<file path="config.mk">
export PLATFORM = sky130hd
export DESIGN_NAME = muldiv_unit
export DESIGN_NICKNAME = d
export VERILOG_FILES = /design/src/rtl/muldiv_unit.sv
export SDC_FILE = /design/constraint.sdc
export NUM_CORES = 1
export LEC_CHECK = 0
export ABC_AREA = 1
export CAP_MARGIN = 20
export CORE_UTILIZATION = 29
export CTS_CLUSTER_DIAMETER = 120
export DETAILED_ROUTE_END_ITERATION = 10
export PLACE_DENSITY = 0.58
export SYNTH_ARGS = -nofsm -noshare
export SYNTH_HDL_FRONTEND = slang
export SYNTH_SLANG_ARGS = --single-unit
</file>
<file path="constraint.sdc">
create_clock -name clk -period 3.7 [get_ports clk]
set_input_delay 0.37 -clock clk [delete_from_list [all_inputs] [get_ports clk]]
set_output_delay 0.37 -clock clk [all_outputs]
set_load 0.005 [all_outputs]
</file>
<file path="src/rtl/muldiv_unit.sv">
// muldiv_unit: iterative 32x32 multiply / divide unit with architectural HI/LO.
//   clk, reset      : rising-edge clock, synchronous active-high reset
//   start, op       : begin op (00 MULT, 01 MULTU, 10 DIV, 11 DIVU) when idle
//   A, B            : multiplicand/dividend, multiplier/divisor (captured at start)
//   cancel          : abort in-flight operation; suppresses a start in IDLE
//   we_hi, we_lo    : MTHI/MTLO strobes, wdata is the write data
//   busy            : operation in progress
//   HI, LO          : architectural HI/LO registers
// Build option: define MULDIV_DIV_EN to include DIV/DIVU; otherwise op 1x starts are ignored.
module muldiv_unit #(
  parameter logic [31:0] HILO_RST = 32'h0000_0000
) (
  input  logic        clk,
  input  logic        reset,
  input  logic        start,
  input  logic [1:0]  op,
  input  logic [31:0] A,
  input  logic [31:0] B,
  input  logic        cancel,
  input  logic        we_hi,
  input  logic        we_lo,
  input  logic [31:0] wdata,
  output logic        busy,
  output logic [31:0] HI,
  output logic [31:0] LO
);

`ifdef MULDIV_DIV_EN
  typedef enum logic [1:0] {IDLE, MUL, DIV} state_t;
`else
  typedef enum logic [1:0] {IDLE, MUL} state_t;
`endif

  state_t      state;
  logic [4:0]  cnt;
  logic [31:0] mcand;     // multiplicand magnitude, or divisor magnitude
  logic [63:0] p;         // MUL: {accumulator, multiplier}; DIV: {remainder, quotient/dividend}
  logic        neg_res;

  logic        start_ok;
  logic        a_neg, b_neg;
  logic [31:0] a_mag, b_mag;
  logic [32:0] mul_sum;
  logic [63:0] mul_next;
  logic [63:0] mul_res;

`ifdef MULDIV_DIV_EN
  logic        neg_rem;
  logic        div0;
  logic [32:0] div_shift;
  logic [33:0] div_diff;
  logic        div_ge;
  logic [31:0] div_r;
  logic [31:0] div_q;
  logic [31:0] quo;
  logic [31:0] rem;

  assign start_ok = start && !cancel;
`else
  assign start_ok = start && !cancel && !op[1];
`endif

  assign busy = (state != IDLE);

  always_comb begin
    a_neg    = !op[0] && A[31];
    b_neg    = !op[0] && B[31];
    a_mag    = a_neg ? -A : A;
    b_mag    = b_neg ? -B : B;
    mul_sum  = {1'b0, p[63:32]} + {1'b0, (p[0] ? mcand : 32'h0)};
    mul_next = {mul_sum, p[31:1]};
    mul_res  = neg_res ? -mul_next : mul_next;
`ifdef MULDIV_DIV_EN
    div_shift = {p[63:32], p[31]};
    div_diff  = {1'b0, div_shift} - {2'b00, mcand};
    div_ge    = !div_diff[33];
    div_r     = div_ge ? div_diff[31:0] : div_shift[31:0];
    div_q     = {p[30:0], div_ge};
    // With a zero divisor the remainder path naturally ends at |A|, so only LO needs forcing.
    quo       = div0 ? '1 : (neg_res ? -div_q : div_q);
    rem       = neg_rem ? -div_r : div_r;
`endif
  end

  always_ff @(posedge clk) begin
    if (reset) begin
      state   <= IDLE;
      HI      <= HILO_RST;
      LO      <= HILO_RST;
      cnt     <= '0;
      mcand   <= '0;
      p       <= '0;
      neg_res <= 1'b0;
`ifdef MULDIV_DIV_EN
      neg_rem <= 1'b0;
      div0    <= 1'b0;
`endif
    end else begin
      case (state)
        IDLE: begin
          if (start_ok) begin
            cnt     <= '0;
            neg_res <= a_neg ^ b_neg;
`ifdef MULDIV_DIV_EN
            if (op[1]) begin
              state   <= DIV;
              mcand   <= b_mag;
              p       <= {32'h0, a_mag};
              neg_rem <= a_neg;
              div0    <= (B == '0);
            end else
`endif
            begin
              state <= MUL;
              mcand <= a_mag;
              p     <= {32'h0, b_mag};
            end
          end else begin
            if (we_hi) HI <= wdata;
            if (we_lo) LO <= wdata;
          end
        end
        MUL: begin
          if (cancel) begin
            state <= IDLE;
          end else begin
            p   <= mul_next;
            cnt <= cnt + 5'd1;
            if (cnt == 5'd31) begin
              HI    <= mul_res[63:32];
              LO    <= mul_res[31:0];
              state <= IDLE;
            end
          end
        end
`ifdef MULDIV_DIV_EN
        DIV: begin
          if (cancel) begin
            state <= IDLE;
          end else begin
            p   <= {div_r, div_q};
            cnt <= cnt + 5'd1;
            if (cnt == 5'd31) begin
              HI    <= rem;
              LO    <= quo;
              state <= IDLE;
            end
          end
        end
`endif
        default: state <= IDLE;
      endcase
    end
  end

endmodule

</file>
[After elaboration in Yosys (flattened, before gate mapping)]
Cells that the tools add are included.
Word-level totals
  word-level logic and storage cells: 61
  output and inout port bits: 65
  flip-flop bits (word level): 168
  input port bits: 104
Operators by class
  add/subtract/negate cells: 5
  reductions and logical operators: 15
  bitwise gates (word level): 1
  eq/ne operators: 9
  mux-type cells: 24
Operators with widths (number)
  2-to-1 mux 32 bit: 11
  2-to-1 mux 64 bit: 3
  case mux 32 bit (2 select lines): 2
  case mux 64 bit (2 select lines): 1
  negation 32 bit: 2
  negation 64 bit: 1
  adder 32 x 32 -> 33 bit: 1
  inequality test 2 bit (second input constant): 6
  2-to-1 mux 5 bit: 2
  case mux 5 bit (2 select lines): 1
  AND reduction 5 bit: 2
  2-to-1 mux 2 bit: 3
  adder 5 x 1 -> 5 bit (second input constant): 1
  equality test 5 bit (second input constant): 1
  logical AND 1 bit: 4
  case mux 2 bit (2 select lines): 1
  AND reduction 2 bit: 2
  nonzero test 2 bit: 2
  logical NOT 1 bit: 3
  inequality test 3 bit (second input constant): 1
  AND reduction 3 bit: 1
  equality test 2 x 1 -> 1 bit (second input constant): 1
  logical NOT 2 bit: 1
  XOR 1 bit: 1

[Depth between registers and ports, before layout]
  depth after elaboration: 7
  mapped depth: 25
  gate-level depth less buffers: 23

[Least setup slack after synthesis]
OpenSTA, ideal clock, no wires.
  path kind: register -> register
  from: reg p[0]
  to: reg HI[25]
  setup slack: 0.805 ns
  data required time: 3.578 ns
  cell stages (with the launch flop): 18
  buffers on the path: 2
  arrival: 2.774 ns
  period minus slack after synthesis: 2.895 ns
  library setup time: 0.122 ns
  cell sequence: dfxtp_1 -> clkbuf_1 -> clkbuf_1 -> nand2_1 -> inv_1 -> ha_1 -> fa_1 -> nor4_1 -> nand2_1 -> nor2_2 -> nand3_1 -> nor2_1 -> nor3b_2 -> nand2_1 -> nand2_1 -> nand2_1 -> nand3_1 -> a21oi_2
Between the ends
  longest elaborated chain between the ends: 7
Ends and longest elaborated chain
  start, declared: line 37  | logic [63:0] p;
  start signal, assigned: line 116  | p <= {32'h0, b_mag};
  start signal, assigned: line 127  | p <= mul_next;
  2-to-1 mux 32 bit (*): line 70  | mul_sum = {1'b0, p[63:32]} + {1'b0, (p[0] ? mcand : 32'h0)};
  adder 32 x 32 -> 33 bit (*): line 70
  negation 64 bit: line 72  | mul_res = neg_res ? -mul_next : mul_next;
  2-to-1 mux 64 bit (*): line 72
  2-to-1 mux 32 bit (*): line 129  | if (cnt == 5'd31) begin
  2-to-1 mux 32 bit (*): line 124  | if (cancel) begin
  case mux 32 bit (2 select lines) (*): line 99  | case (state)
  end signal, assigned: line 119  | if (we_hi) HI <= wdata;
  end signal, assigned: line 130  | HI <= mul_res[63:32];
  end, declared: line 24  | output logic [31:0] HI,
Mark *: on every way between the ends. The rest lies on a longest branch, timed or not. The select of a mux whose other input is x is not followed.
A chain may end at the register's enable or synchronous reset.

[Final worst setup path]
Same ends and word-level chain as after synthesis.

==> key figures <==
Global route
  – Pin count of the biggest net entering global routing: between 90 and 100
  – Met3 usage: 4.20%
  – Total grt overflow: 0
  – Global-route wire length before repair: ~73000 um
  – GR Util All Layers: 21.1%
  – GR peak layer: met2
  – Met1 GRT Util: 28.2%
  – Vias in the first global route: 13129
  – Met2 global-route usage: approximately 34%
  – Initial antenna violation count: 0

Worst hold path
  – Worst min path class: flip-flop to flip-flop
  – Hold depth: 2
  – Worst Hold Path EP: p[36]$_SDFFE_PP0P_
  – Hold_sp: p[36]$_SDFFE_PP0P_

Power and ir drop
  – Clk network pwr share: a little under two fifths
  – P_int: about 3.3 mW
  – Logic pwr share: 22.1%
  – Pwr Density: between 300 and 400 nW/um2
  – Sw Ratio: approximately a third
  – P_sw: roughly 1.6 mW
  – Design Power: 4.91 mW
  – Peak VDD IR: 281 uV
  – Leakage: between 7 and 8 nW
  – Register share of total power: between 40% and 50%

CTS
  – CTS Buffer Depth: 2
  – TritonCTS Buffers: 17
  – TritonCTS clock tree: yes
  – Post-CTS Setup Bufs: 0
  – H-tree depth: 4
  – Clock Sinks: ~170
  – Post-CTS Resized: 0
  – Clock-pin slew on the worst setup and hold paths: roughly 0.080 ns
  – Root buffer cell: clkbuf_16
  – Worst skew pair latency: about 0.47 ns
  – Hold Buf Count CTS: 0

Worst setup path
  – Reg-to-Reg Start: p[0]$_SDFFE_PP0P_
  – Largest delay share family, worst path: simple AND/OR/NAND/NOR gates
  – Startpoint Class: flip-flop
  – Worst Setup End Kind: flip-flop
  – Slowest-stage cell, CP: dfxtp_1
  – Internal reg-to-reg setup slack: roughly 0.42 ns
  – Worst path max stage delay: 0.31 ns
  – RR Endpoint: HI[25]$_SDFFE_PP0P_
  – Worst path cell trace: buf_4 > nand2_1 > inv_1 > ha_1 > nand2_1 > inv_1 > nand2_1 > nand2_1 > inv_1 > nand3_2 > nand2_1 > nand2_1 > nor2_1 > nand2_1 > nor2_1 > nor3b_2 > nand2_1 > nand3_1 > nand3_1 > a21oi_2
  – CP Class: flip-flop to flip-flop
  – Worst Reg2Reg Path Length in Cells: 20
  – Cell mode on critical path: nand2_1
  – WP data required: slightly above 4 ns
  – Critical path fanouts, max: 33
  – Worst EP arrival: approximately 3.7 ns
  – Crit path buf inv count: 4

Cells and area
  – Fillers: 4788
  – Layout area overhead: 22.0%
  – # diodes: 0
  – Final Instance Area: around 16000 um2
  – Share of cells above drive strength 1: 5.93%
  – Final nets: 2406

Logic synthesis
  – Syn avg cell area: 5.94 um2
  – Yosys warning total: 0
  – Post-synth cell types: 45
  – Post-Syn Area: roughly 13000 um2
  – Dominant register cell in the synthesized netlist: dfxtp_1
  – Post-synth ARST share: 0%
  – Sequential element share of the synthesized area: between 20% and 30%
  – Synthesized net count: approximately 2300
  – Syn Inst Count: around 2100
  – Synthesized flop and latch total: between 150 and 200
  – Post-synth EDFFs: 0

Routing
  – Wire per inst: ~17 um
  – 1st-iter DRT viols: between 1000 and 1500
  – Via count: 14187
  – Routed wire length: roughly 48000 um
  – Vias/cell: between 4 and 5
  – Drt first pass iters: 7
  – DRT antenna net count: 0
  – DRC: 0

Floorplanning
  – Die width: roughly 210 um
  – Row Count: between 70 and 80
  – Die area: about 45000 um2
  – Initial core utilization: between 20% and 30%
  – I/O pins: roughly 170
  – Core area: 43300 um2
  – Die Y: ~210 um

STA
  – Slew Viols, Final: 0
  – Endpoints failing setup: 0
  – RSZ-0062 raised after global routing: false
  – Final Hold Fails: 0
  – Max-Slew Margin vs Limit: between 30 and 40%
  – Setup TNS: 0 ns
  – Period utilization: about nine tenths
  – Clk_skew: between 0.02 and 0.025 ns
  – Worst slew pin tran: approximately 0.99 ns
  – Final min period: roughly 3.3 ns
  – Max Fclk: ~300 MHz

Run
  – Max-Cap Viols: 0

Placement
  – PortBufs: approximately 170
  – DP Area: between 10000 and 15000 um2
  – Dpl hpwl: around 37000 um
  – Gp weighted congestion: ~0.9

Outcome
  – Outcome: finished clean
Yosys cell counts (all sizes together), types with 2 or more instances:
| cell | count | share of area [%] |
|---|---|---|
| a21oi | 195 | 7.8 |
| o221a | 2 | 0.18 |
| o21a | 3 | 0.18 |
| and2 | 4 | 0.20 |
| dfxtp | 167 | 26 |
| nand4 | 21 | 1.0 |
| clkinv | 3 | 0.088 |
| ha | 37 | 3.6 |
| nand2 | 676 | 20 |
| xor2 | 44 | 3.0 |
| nor4 | 10 | 0.49 |
| nor3b | 3 | 0.22 |
| o21ai | 150 | 6.0 |
| buf | 9 | 0.39 |
| clkbuf | 75 | 2.3 |
| or2 | 6 | 0.29 |
| xnor2 | 22 | 1.5 |
| inv | 258 | 7.6 |
| o221ai | 8 | 0.55 |
| nor2 | 202 | 6.3 |
| nor3 | 28 | 1.2 |
| o31ai | 5 | 0.29 |
| o211ai | 14 | 0.82 |
| a31oi | 45 | 2.2 |
| nand3 | 144 | 6.1 |
| nand3b | 10 | 0.69 |
| o21bai | 2 | 0.12 |
placed cells by master (no fill, tap or decap), types with 11 or more instances in the layout:
| cell | count |
|---|---|
| clkdlybuf4s50_1 | 167 |
| nand4_1 | 21 |
| buf_4 | 13 |
| nor3_1 | 25 |
| ha_1 | 37 |
| a21oi_1 | 190 |
| nor2_2 | 20 |
| nand3_2 | 11 |
| nand3_1 | 133 |
| nand2_1 | 654 |
| inv_1 | 249 |
| nand2_2 | 22 |
| nor2_1 | 181 |
| xnor2_1 | 22 |
| xor2_1 | 44 |
| clkbuf_16 | 17 |
| a31oi_1 | 45 |
| o21ai_0 | 144 |
| o211ai_1 | 14 |
| dfxtp_1 | 165 |
kinds of logic after synthesis:
family / count (synthesis) / share of synthesized area (%)
AO/OA/AOI/OAI: 426 / 18.3
XOR/XNOR: 66 / 4.53
adder cells (fa/ha/maj): 38 / 3.79
buffers and inverters: 345 / 10.4
flip-flops: 167 / 26.2
AND/OR/NAND/NOR: 1104 / 36.9
flip-flops by register name, summed over array words and instances, names as in the netlist:
signal and flops:
mcand 32, state 1, p 64, cnt 5, neg_res 1, HI 32, LO 32
how the worst max path moves through the flow:
stage	from	to	slack (ns)	cells after the start
after floorplan	p[0]$_SDFFE_PP0P_	HI[25]$_SDFFE_PP0P_	0.80	17
after global placement	p[0]$_SDFFE_PP0P_	HI[30]$_SDFFE_PP0P_	0.53	20
after detailed placement	p[0]$_SDFFE_PP0P_	HI[25]$_SDFFE_PP0P_	0.50	20
after CTS	p[0]$_SDFFE_PP0P_	HI[30]$_SDFFE_PP0P_	0.48	22
after global routing	p[0]$_SDFFE_PP0P_	HI[25]$_SDFFE_PP0P_	0.05	15
final	p[0]$_SDFFE_PP0P_	HI[25]$_SDFFE_PP0P_	0.42	20
metal layers:
layer  up-vias  routed length (um)
met5         -                   0
met4         0                1010
met3        51                3030
met2       429               21700
met1      6499               21700
li1       7208                   -
area by class of cell:
| type | count | area (um2) | area share (%) |
|---|---|---|---|
| inverter | 261 | 980 | 6.30 |
| sequential | 167 | 3350 | 21.5 |
| multi-input combinational | 1634 | 8100 | 52.1 |
| clock buffer | 20 | 467 | 3.00 |
| clock inverter | 12 | 116 | 0.748 |
| tap | 585 | 732 | 4.71 |
| timing repair buffer | 183 | 1810 | 11.7 |
through the flow:
step | std cells | hold WS, ns | util (%) | setup WS [ns]
2_1_floorplan | 2146 | 0.439 | - | 0.805
3_3_place_gp | 2830 | 0.452 | 34.6 | 0.526
3_5_place_dp | 2830 | 0.455 | 34.6 | 0.497
4_1_cts | 2862 | 0.466 | 36.0 | 0.478
5_1_grt | 2862 | 0.485 | 36.0 | 0.0470
6_report | 2862 | 0.469 | 36.0 | 0.418
power groups by stage:
| stage | clock, mW | sequential, mW | combinational (mW) |
|---|---|---|---|
| after floorplan | 0 | 2.00 | 0.595 |
| after global placement | 0 | 2.02 | 1.07 |
| after detailed placement | 0 | 2.02 | 1.08 |
| after CTS | 1.88 | 1.98 | 1.08 |
| after global routing | 1.95 | 1.99 | 1.20 |
| final | 1.85 | 1.98 | 1.09 |
worst reg2reg max path: cells and delay by family, from the launching register on:
kind	cells	cell delay, ns
simple gates	14	1.92
compound gates	1	0.16
buf+inv	4	0.54
fa+ha+maj	1	0.31
flops	1	0.31
Power figures use the tool's default switching activity.
